**config.mk**
```make
export PLATFORM = sky130hd
export DESIGN_NAME = if_pc_unit_flat
export DESIGN_NICKNAME = d
export VERILOG_FILES = /design/src/rtl/if_pc_unit_if.sv /design/src/rtl/if_pc_unit.sv /design/src/flat_wrapper.sv
export SDC_FILE = /design/constraint.sdc
export NUM_CORES = 1
export LEC_CHECK = 0
export CAP_MARGIN = 20
export CELL_PAD_IN_SITES_DETAIL_PLACEMENT = 1
export CELL_PAD_IN_SITES_GLOBAL_PLACEMENT = 2
export CORE_ASPECT_RATIO = 1.75
export CORE_MARGIN = 5
export CORE_UTILIZATION = 23
export DETAILED_ROUTE_END_ITERATION = 16
export HOLD_SLACK_MARGIN = 0.1
export PLACE_DENSITY = 0.87
export SYNTH_ARGS = -nofsm -noshare
export SYNTH_HDL_FRONTEND = slang
export SYNTH_SLANG_ARGS = --single-unit
```
**constraint.sdc**
```tcl
create_clock -name clk -period 1.7 [get_ports clk]
set_clock_uncertainty 0.15 [all_clocks]
set_input_delay 0.17 -clock clk [delete_from_list [all_inputs] [get_ports clk]]
set_output_delay 0.17 -clock clk [all_outputs]
set_load 0.1 [all_outputs]
```
**src/rtl/if_pc_unit_if.sv**
```systemverilog
// Bundle of fetch-stage signals between the PC/IF-ID unit and its neighbours
// (fetch adder, imem, hazard unit, EX redirect).
interface if_pc_unit_if #(
   parameter int N = 32
);
   logic [N-1:0] pc_plus4_i;
   logic         branch_taken_i;
   logic [N-1:0] branch_target_i;
   logic         stall_i;
   logic         halt_i;
   logic [N-1:0] instr_i;
   logic [N-1:0] pc_o;
   logic [N-1:0] ifid_pc_o;
   logic [N-1:0] ifid_instr_o;
   logic         ifid_valid_o;
   logic         halted_o;
   logic         misalign_o;
   logic [1:0]   state_dbg;

   // The unit owns the *_o side.
   modport slave (
      input  pc_plus4_i, branch_taken_i, branch_target_i, stall_i, halt_i, instr_i,
      output pc_o, ifid_pc_o, ifid_instr_o, ifid_valid_o, halted_o, misalign_o, state_dbg
   );

   // The environment drives the *_i side.
   modport master (
      output pc_plus4_i, branch_taken_i, branch_target_i, stall_i, halt_i, instr_i,
      input  pc_o, ifid_pc_o, ifid_instr_o, ifid_valid_o, halted_o, misalign_o, state_dbg
   );
endinterface

```
**src/rtl/if_pc_unit.sv**
```systemverilog
// PC register and IF/ID pipeline register with BOOT/RUN/HALT control.
// Optional macro IF_MISALIGN_TRAP_EN: a misaligned redirect traps into HALT.
module if_pc_unit #(
   parameter int           N         = 32,
   parameter logic [N-1:0] RESET_PC  = '0,
   parameter logic [N-1:0] NOP_INSTR = 32'h0000_0000
) (
   input logic clk,
   input logic rst_n,
   if_pc_unit_if.slave bus
);

   typedef enum logic [1:0] {
      BOOT = 2'd0,
      RUN  = 2'd1,
      HALT = 2'd2
   } state_t;

   state_t       state_q, state_d;
   logic [N-1:0] pc_q, pc_d;
   logic [N-1:0] ifid_pc_q, ifid_pc_d;
   logic [N-1:0] ifid_instr_q, ifid_instr_d;
   logic         ifid_valid_q, ifid_valid_d;
   logic         halted_q, halted_d;
   logic         misalign_q, misalign_d;

   // IF/ID handshake: ifid_valid_o marks a real instruction; there is no ready,
   // stall_i is the back-pressure and freezes both PC and IF/ID while asserted.
   always_comb begin
      state_d      = state_q;
      pc_d         = pc_q;
      ifid_pc_d    = ifid_pc_q;
      ifid_instr_d = ifid_instr_q;
      ifid_valid_d = ifid_valid_q;
      halted_d     = halted_q;
      misalign_d   = misalign_q;
      case (state_q)
         BOOT: state_d = RUN;
         RUN: begin
            if (bus.halt_i) begin
               state_d      = HALT;
               halted_d     = 1'b1;
               ifid_valid_d = 1'b0;
               ifid_instr_d = NOP_INSTR;
            end else if (bus.branch_taken_i) begin
               ifid_valid_d = 1'b0;
               ifid_instr_d = NOP_INSTR;
`ifdef IF_MISALIGN_TRAP_EN
               if (bus.branch_target_i[1:0] != 2'b00) begin
                  state_d    = HALT;
                  halted_d   = 1'b1;
                  misalign_d = 1'b1;
               end else begin
                  pc_d = bus.branch_target_i;
               end
`else
               pc_d = bus.branch_target_i;
`endif
            end else if (!bus.stall_i) begin
               pc_d         = bus.pc_plus4_i;
               ifid_pc_d    = pc_q;
               ifid_instr_d = bus.instr_i;
               ifid_valid_d = 1'b1;
            end
         end
         HALT: state_d = HALT;
         default: state_d = BOOT;
      endcase
   end

   always_ff @(posedge clk or negedge rst_n) begin
      if (!rst_n) begin
         state_q      <= BOOT;
         pc_q         <= RESET_PC;
         ifid_pc_q    <= '0;
         ifid_instr_q <= NOP_INSTR;
         ifid_valid_q <= 1'b0;
         halted_q     <= 1'b0;
         misalign_q   <= 1'b0;
      end else begin
         state_q      <= state_d;
         pc_q         <= pc_d;
         ifid_pc_q    <= ifid_pc_d;
         ifid_instr_q <= ifid_instr_d;
         ifid_valid_q <= ifid_valid_d;
         halted_q     <= halted_d;
         misalign_q   <= misalign_d;
      end
   end

   assign bus.pc_o         = pc_q;
   assign bus.ifid_pc_o    = ifid_pc_q;
   assign bus.ifid_instr_o = ifid_instr_q;
   assign bus.ifid_valid_o = ifid_valid_q;
   assign bus.halted_o     = halted_q;
   assign bus.state_dbg    = state_q;
`ifdef IF_MISALIGN_TRAP_EN
   assign bus.misalign_o   = misalign_q;
`else
   // Flag is never set without the trap; keep it tied off at the port.
   assign bus.misalign_o   = 1'b0;
`endif

endmodule

```
**src/flat_wrapper.sv**
```systemverilog
// flat-port wrapper written by rule: the top's interface ports become plain ports
module if_pc_unit_flat 
#(
   parameter int           N         = 32,
   parameter logic [N-1:0] RESET_PC  = '0,
   parameter logic [N-1:0] NOP_INSTR = 32'h0000_0000
)
  (clk, rst_n, bus_pc_plus4_i, bus_branch_taken_i, bus_branch_target_i, bus_stall_i, bus_halt_i, bus_instr_i, bus_pc_o, bus_ifid_pc_o, bus_ifid_instr_o, bus_ifid_valid_o, bus_halted_o, bus_misalign_o, bus_state_dbg);
  if_pc_unit_if #(.N(N)) bus_i ();
  input logic clk;
  input logic rst_n;
  input wire logic [$bits(bus_i.pc_plus4_i)-1:0] bus_pc_plus4_i;
  input wire logic [$bits(bus_i.branch_taken_i)-1:0] bus_branch_taken_i;
  input wire logic [$bits(bus_i.branch_target_i)-1:0] bus_branch_target_i;
  input wire logic [$bits(bus_i.stall_i)-1:0] bus_stall_i;
  input wire logic [$bits(bus_i.halt_i)-1:0] bus_halt_i;
  input wire logic [$bits(bus_i.instr_i)-1:0] bus_instr_i;
  output wire logic [$bits(bus_i.pc_o)-1:0] bus_pc_o;
  output wire logic [$bits(bus_i.ifid_pc_o)-1:0] bus_ifid_pc_o;
  output wire logic [$bits(bus_i.ifid_instr_o)-1:0] bus_ifid_instr_o;
  output wire logic [$bits(bus_i.ifid_valid_o)-1:0] bus_ifid_valid_o;
  output wire logic [$bits(bus_i.halted_o)-1:0] bus_halted_o;
  output wire logic [$bits(bus_i.misalign_o)-1:0] bus_misalign_o;
  output wire logic [$bits(bus_i.state_dbg)-1:0] bus_state_dbg;
  assign bus_i.pc_plus4_i = bus_pc_plus4_i;
  assign bus_i.branch_taken_i = bus_branch_taken_i;
  assign bus_i.branch_target_i = bus_branch_target_i;
  assign bus_i.stall_i = bus_stall_i;
  assign bus_i.halt_i = bus_halt_i;
  assign bus_i.instr_i = bus_instr_i;
  assign bus_pc_o = bus_i.pc_o;
  assign bus_ifid_pc_o = bus_i.ifid_pc_o;
  assign bus_ifid_instr_o = bus_i.ifid_instr_o;
  assign bus_ifid_valid_o = bus_i.ifid_valid_o;
  assign bus_halted_o = bus_i.halted_o;
  assign bus_misalign_o = bus_i.misalign_o;
  assign bus_state_dbg = bus_i.state_dbg;
  if_pc_unit #(.N(N), .RESET_PC(RESET_PC), .NOP_INSTR(NOP_INSTR)) u_core (.clk(clk), .rst_n(rst_n), .bus(bus_i));
endmodule
```
==> impl_metrics.toml, run 1 <==
[outcome]
status = "finished with violations"
violations = "negative setup slack"

[floorplanning]
initial_core_util = 0.235
core_um2 = 17500
die_area_um2 = 20800
die_w_um = 111
rows = 64
dieHeight_um = 187
io_pins = 202

[finish]
final_common_cell = "buf_12"
nets = 607
utilization = 0.482
drive_gt1_frac = 0.522
finalNonFillerCells = 739
synthToLayoutAreaGrowth_pct = 105
final_cell_mix = "109 x buf_12, 98 x clkdlybuf4s50_1, 98 x dfrtp_1"
diodes = 0

[timing]
slew_viol_final = 0
tns_ns = -11.37
hold_viol = 0
min_period_ns = 1.90
setup_slack_ns = -0.200
fmax_mhz = 526
finalSetupViolCount = 96
maxSlewHeadroom = 0.609
period_share = 1.12
tightestPinTransition_ns = 0.587
grt_setup_unrepaired = "true"

[clock_network]
cts_buffer_depth = 2
cts.sinks = 100
clkTransAtPathRegs_ns = 0.07
root_buffer = "clkbuf_16"
h-tree-depth = 3
numCtsBuffers = 9
cts_tree = "built"
clkLatencyLatePin_ns = 0.34

[critical_path]
reg2reg_depth = 7
worstPathRequired_ns = 1.77
critPathMaxFanout = 6
r2r-end = "u_core.bus.ifid_pc_o[10]"
worstSetupPathType = "reg -> reg"
regToRegSetupSlack_ns = -0.20
reg2reg_from = "u_core.bus.state_dbg[1]"
critPathLaunchType = "flip-flop"
end_kind = "flip-flop"
critical_path_arrival_ns = 1.97

[yosys]
ys_types = 20
synth_area_um2 = 4120
synth-seq-area-share = 0.608
avgSynthCellArea_um2 = 15.5
ys_warn_count = 0
ys_seq_elements = 100
synth_nets = 370
netlist_instances = 266

[run]
drv_cap = 0

[global_route]
grt_pass1_vias = 3798
overflow = 0
grt_pass1_wl_um = 23500
grt_max_degree = 101
antenna_found_initial = 0
grt_usage = 0.147

[drt]
postRouteAntennaNets = 0
num_vias = 3224
drt_first_pass_iters = 4
detail_route.wl_per_cell_um = 21.8
routed_via_density = 4.36
drt-total-wl_um = 16100
drcViolationCount = 0
drtIter0Drc = 67

[place]
dp.cells = 699
port_buffers = 200
dp_hpwl_um = 11100
gp_congestion = 0.762

[hold_path]
min_to = "u_core.bus.ifid_valid_o"
hp-start = "bus_branch_taken_i"
hold_class = "in -> reg"
worst_hold_path.num_cells = 4
==> cells by family (layout without fill, tap and decap cells) <==
kind of cell | after synthesis | in the layout | share of synthesized area
DFF | 100 | 100 | 0.608
muxes | 96 | 96 | 0.262
AOI/OAI and AO/OA | 39 | 40 | 0.0784
buffers and inverters | 21 | 262 | 0.0286
and+or+nand+nor | 6 | 6 | 0.0131
adders and majority gates | 3 | 3 | 0.00911
other | 1 | 1 | 0.000910
==> metrics by stage <==
stage	setup slack, ns	hold WS [ns]	instance area, um^2
after floorplan	-0.225	-0.276	4180
after global placement	-0.347	0.119	7550
after detailed placement	-0.370	0.131	7550
after CTS	-0.190	0.221	8230
after global routing	-0.252	0.228	8460
final	-0.200	0.230	8460
==> registers in the layout, summed over array words and instances (netlist names) <==
name and count:
u_core.bus.halted_o 1, u_core.bus.ifid_instr_o 32, u_core.bus.ifid_pc_o 32, u_core.bus.ifid_valid_o 1, u_core.bus.pc_o 32, u_core.bus.state_dbg 2
==> worst max-delay path: stages, from the launching register on <==
cell and delay [ns]:
dfrtp_4 0.49, inv_4 0.07, buf_12 0.09, ha_4 0.13
nor3b_4 0.20, buf_6 0.18, clkbuf_16 0.17, mux2_4 0.30
==> per-layer routing <==
metal	GRT usage	part of all wire
met2	0.286	0.58
met5	0	0
met1	0.144	0.34
met3	0.0317	0.041
met4	0.0674	0.039
==> synthesized netlist by cell type <==
| cell | count | area share |
|---|---|---|
| o21ai_0 | 2 | 0.0024 |
| inv_1 | 4 | 0.0036 |
| or2_4 | 1 | 0.0021 |
| clkbuf_1 | 3 | 0.0027 |
| buf_4 | 1 | 0.0018 |
| o211a_1 | 1 | 0.0024 |
| nand2b_1 | 1 | 0.0015 |
| nand2_1 | 2 | 0.0018 |
| a22o_1 | 32 | 0.068 |
| mux2_2 | 96 | 0.26 |
| a21oi_1 | 2 | 0.0024 |
| buf_6 | 3 | 0.0082 |
| o21ai_1 | 1 | 0.0012 |
| ha_1 | 3 | 0.0091 |
| buf_2 | 10 | 0.012 |
| conb_1 | 1 | 0.00091 |
| dfrtp_1 | 100 | 0.61 |
| nor3b_4 | 1 | 0.0046 |
| nor3b_2 | 1 | 0.0030 |
| a21o_1 | 1 | 0.0018 |
==> layout make-up <==
cell class | count | area, um^2
clock buffer | 11 | 243
sequential | 100 | 2510
fill | 1670 | 9080
timing repair buffer | 242 | 3580
tap | 231 | 289
clock inverter | 5 | 45.0
multi-input combinational | 146 | 1770
inverter | 4 | 17.5
==> worst max path at each step <==
stage | to | slack [ns] | from | depth (start not counted)
detailed placement | u_core.bus.ifid_pc_o[20] | -0.37 | bus_halt_i | 5
CTS | u_core.bus.ifid_pc_o[9] | -0.19 | u_core.bus.state_dbg[1] | 6
global route | u_core.bus.ifid_pc_o[10] | -0.25 | u_core.bus.state_dbg[1] | 7
global placement | u_core.bus.ifid_pc_o[4] | -0.35 | bus_halt_i | 5
finish | u_core.bus.ifid_pc_o[10] | -0.20 | u_core.bus.state_dbg[1] | 7
floorplan | u_core.bus.ifid_pc_o[10] | -0.23 | u_core.bus.state_dbg[1] | 5
==> what timing repair did <==
action | in CTS | in global routing
pin swaps | 33 | 2
resized for setup | 41 | 32
hold endpoints to repair | 100 | 0
cloned | 4 | 4
hold buffers | 1 | 0
buffers inserted | 12 | 4
setup endpoints to repair | 96 | 97
Power of run 1 is left out: the tool's default activity adds up to more than one toggle a clock period on the data nets, which glitch-free logic cannot reach.
==> run 2, diff against run 1 <==
--- a/config.mk
+++ b/config.mk
@@ -17,3 +17,4 @@
 export SYNTH_ARGS = -nofsm -noshare
 export SYNTH_HDL_FRONTEND = slang
 export SYNTH_SLANG_ARGS = --single-unit
+export TNS_END_PERCENT = 30
==> impl_metrics.toml, run 2 (same netlist as run 1, synthesis figures left out) <==
[finish]
finalNonFillerCells = 721
final_common_cell = "buf_12"
nets = 589
synthToLayoutAreaGrowth_pct = 92.6
diodes = 0
num-fill-cells = 1680
drive_gt1_frac = 0.500
final_cell_mix = "108 x buf_12, 98 x clkdlybuf4s50_1, 98 x dfrtp_1"
fin_area_um2 = 7930

[clock_network]
cts.sinks = 100
numCtsBuffers = 9
cts_buffer_depth = 2
cts_tree = "built"
clkLatencyLatePin_ns = 0.34
h-tree-depth = 3
clkTransAtPathRegs_ns = 0.07
root_buffer = "clkbuf_16"

[global_route]
grt_usage = 0.135
use_met2 = 0.262
antenna_found_initial = 0
grt_busiest_layer = "met2"
grt_pass1_vias = 3803
gr-usage-met1 = 0.139
grt_max_degree = 101
gr-usage-met3 = 0.0392
overflow = 0
grt_pass1_wl_um = 22200

[drt]
drcViolationCount = 0
drtIter0Drc = 69
postRouteAntennaNets = 0
num_vias = 3098
drt_first_pass_iters = 4
detail_route.wl_per_cell_um = 19.3
routed_via_density = 4.30
drt-total-wl_um = 13900

[place]
pre_cts_ws_ns = -0.325
dp_hpwl_um = 10900
gp_congestion = 0.734
port_buffers = 200
dpl-instance-area_um2 = 7600
dp.cells = 701

[critical_path]
regToRegSetupSlack_ns = -0.13
reg2reg_from = "u_core.bus.state_dbg[1]"
end_kind = "flip-flop"
worstSetupPathType = "reg -> reg"
slowest_delay_ns = 0.49
critPathMaxFanout = 16
reg2reg_depth = 6
critPathLaunchType = "flip-flop"
crit_slowest_cell = "dfrtp_4"
crit_chain = "inv_4, ha_4, nor3b_4, buf_4, buf_12, mux2_2"
r2r-end = "u_core.bus.ifid_pc_o[1]"
worstPathRequired_ns = 1.76
critical_path_arrival_ns = 1.90
startpoint = "u_core.bus.state_dbg[1]"

[outcome]
status = "finished with violations"
violations = "negative setup slack"

[timing]
min_period_ns = 1.83
period_share = 1.08
setup_slack_ns = -0.135
slew_viol_final = 0
finalSetupViolCount = 93
maxSlewHeadroom = 0.618
hold_viol = 0
fmax_mhz = 545
tns_ns = -5.94
grt_setup_unrepaired = "true"
tightestPinTransition_ns = 0.573

[floorplanning]
initial_core_util = 0.235
dieHeight_um = 187
die_area_um2 = 20800
io_pins = 202
die_w_um = 111
core_um2 = 17500
rows = 64

[hold_path]
hold_class = "in -> reg"
worst_hold_path.num_cells = 4
min_to = "u_core.bus.ifid_valid_o"
hp-start = "bus_branch_taken_i"

[run]
drv_cap = 0
-- run 2: cell count changes in the layout (fill, tap and decap cells not counted), moves of 2 or more --
cell / before / now
clkbuf_16: 12 / 9
mux2_4: 56 / 0
buf_16: 3 / 1
buf_6: 10 / 0
mux2_2: 40 / 96
-- run 2: layout make-up --
type | count | area, um^2 | share of cell area
Sequential cell | 100 | 2510 | 0.316
Timing Repair Buffer | 225 | 3310 | 0.417
Clock inverter | 4 | 33.8 | 0.00426
Tap cell | 231 | 289 | 0.0364
Multi-Input combinational cell | 145 | 1530 | 0.193
Clock buffer | 12 | 246 | 0.0311
Inverter | 4 | 17.5 | 0.00221
-- run 2: how the worst max path moves through the flow --
| stage | cells past startpoint | slack, ns | to |
|---|---|---|---|
| 6_report | 6 | -0.13 | u_core.bus.ifid_pc_o[1] |
| 5_1_grt | 6 | -0.22 | u_core.bus.ifid_pc_o[22] |
| 2_1_floorplan | 5 | -0.23 | u_core.bus.ifid_pc_o[10] |
| 3_5_place_dp | 5 | -0.33 | u_core.bus.ifid_pc_o[1] |
| 3_3_place_gp | 5 | -0.26 | u_core.bus.ifid_pc_o[1] |
| 4_1_cts | 6 | -0.15 | u_core.bus.ifid_pc_o[22] |
-- run 2: layer usage --
metal  up-vias  share of wire
met2       133           0.57
met5         -              0
met4         0          0.017
met3        13          0.066
met1      1554           0.34
li1       1398              -
-- run 2: timing repair --
item	4_1_cts	5_1_grt
gates resized for setup	1	0
buffers inserted	2	0
cloned	1	0
endpoints found under the setup margin	92	96
hold endpoints to repair	100	0
hold buffers	1	0
-- run 2: worst max-delay path: cells and delay by family, from the launching register on --
| kind | cells | cell delay [ns] |
|---|---|---|
| flops | 1 | 0.49 |
| buf+inv | 3 | 0.39 |
| mux | 1 | 0.35 |
| simple gates | 1 | 0.18 |
| fa+ha+maj | 1 | 0.13 |
-- run 2: stage by stage --
step | hold WS, ns | utilization
floorplan | -0.276 | -
global placement | 0.114 | 0.433
detailed placement | 0.127 | 0.433
CTS | 0.164 | 0.452
global route | 0.183 | 0.452
finish | 0.172 | 0.452
Power of run 2 is left out for the same reason.
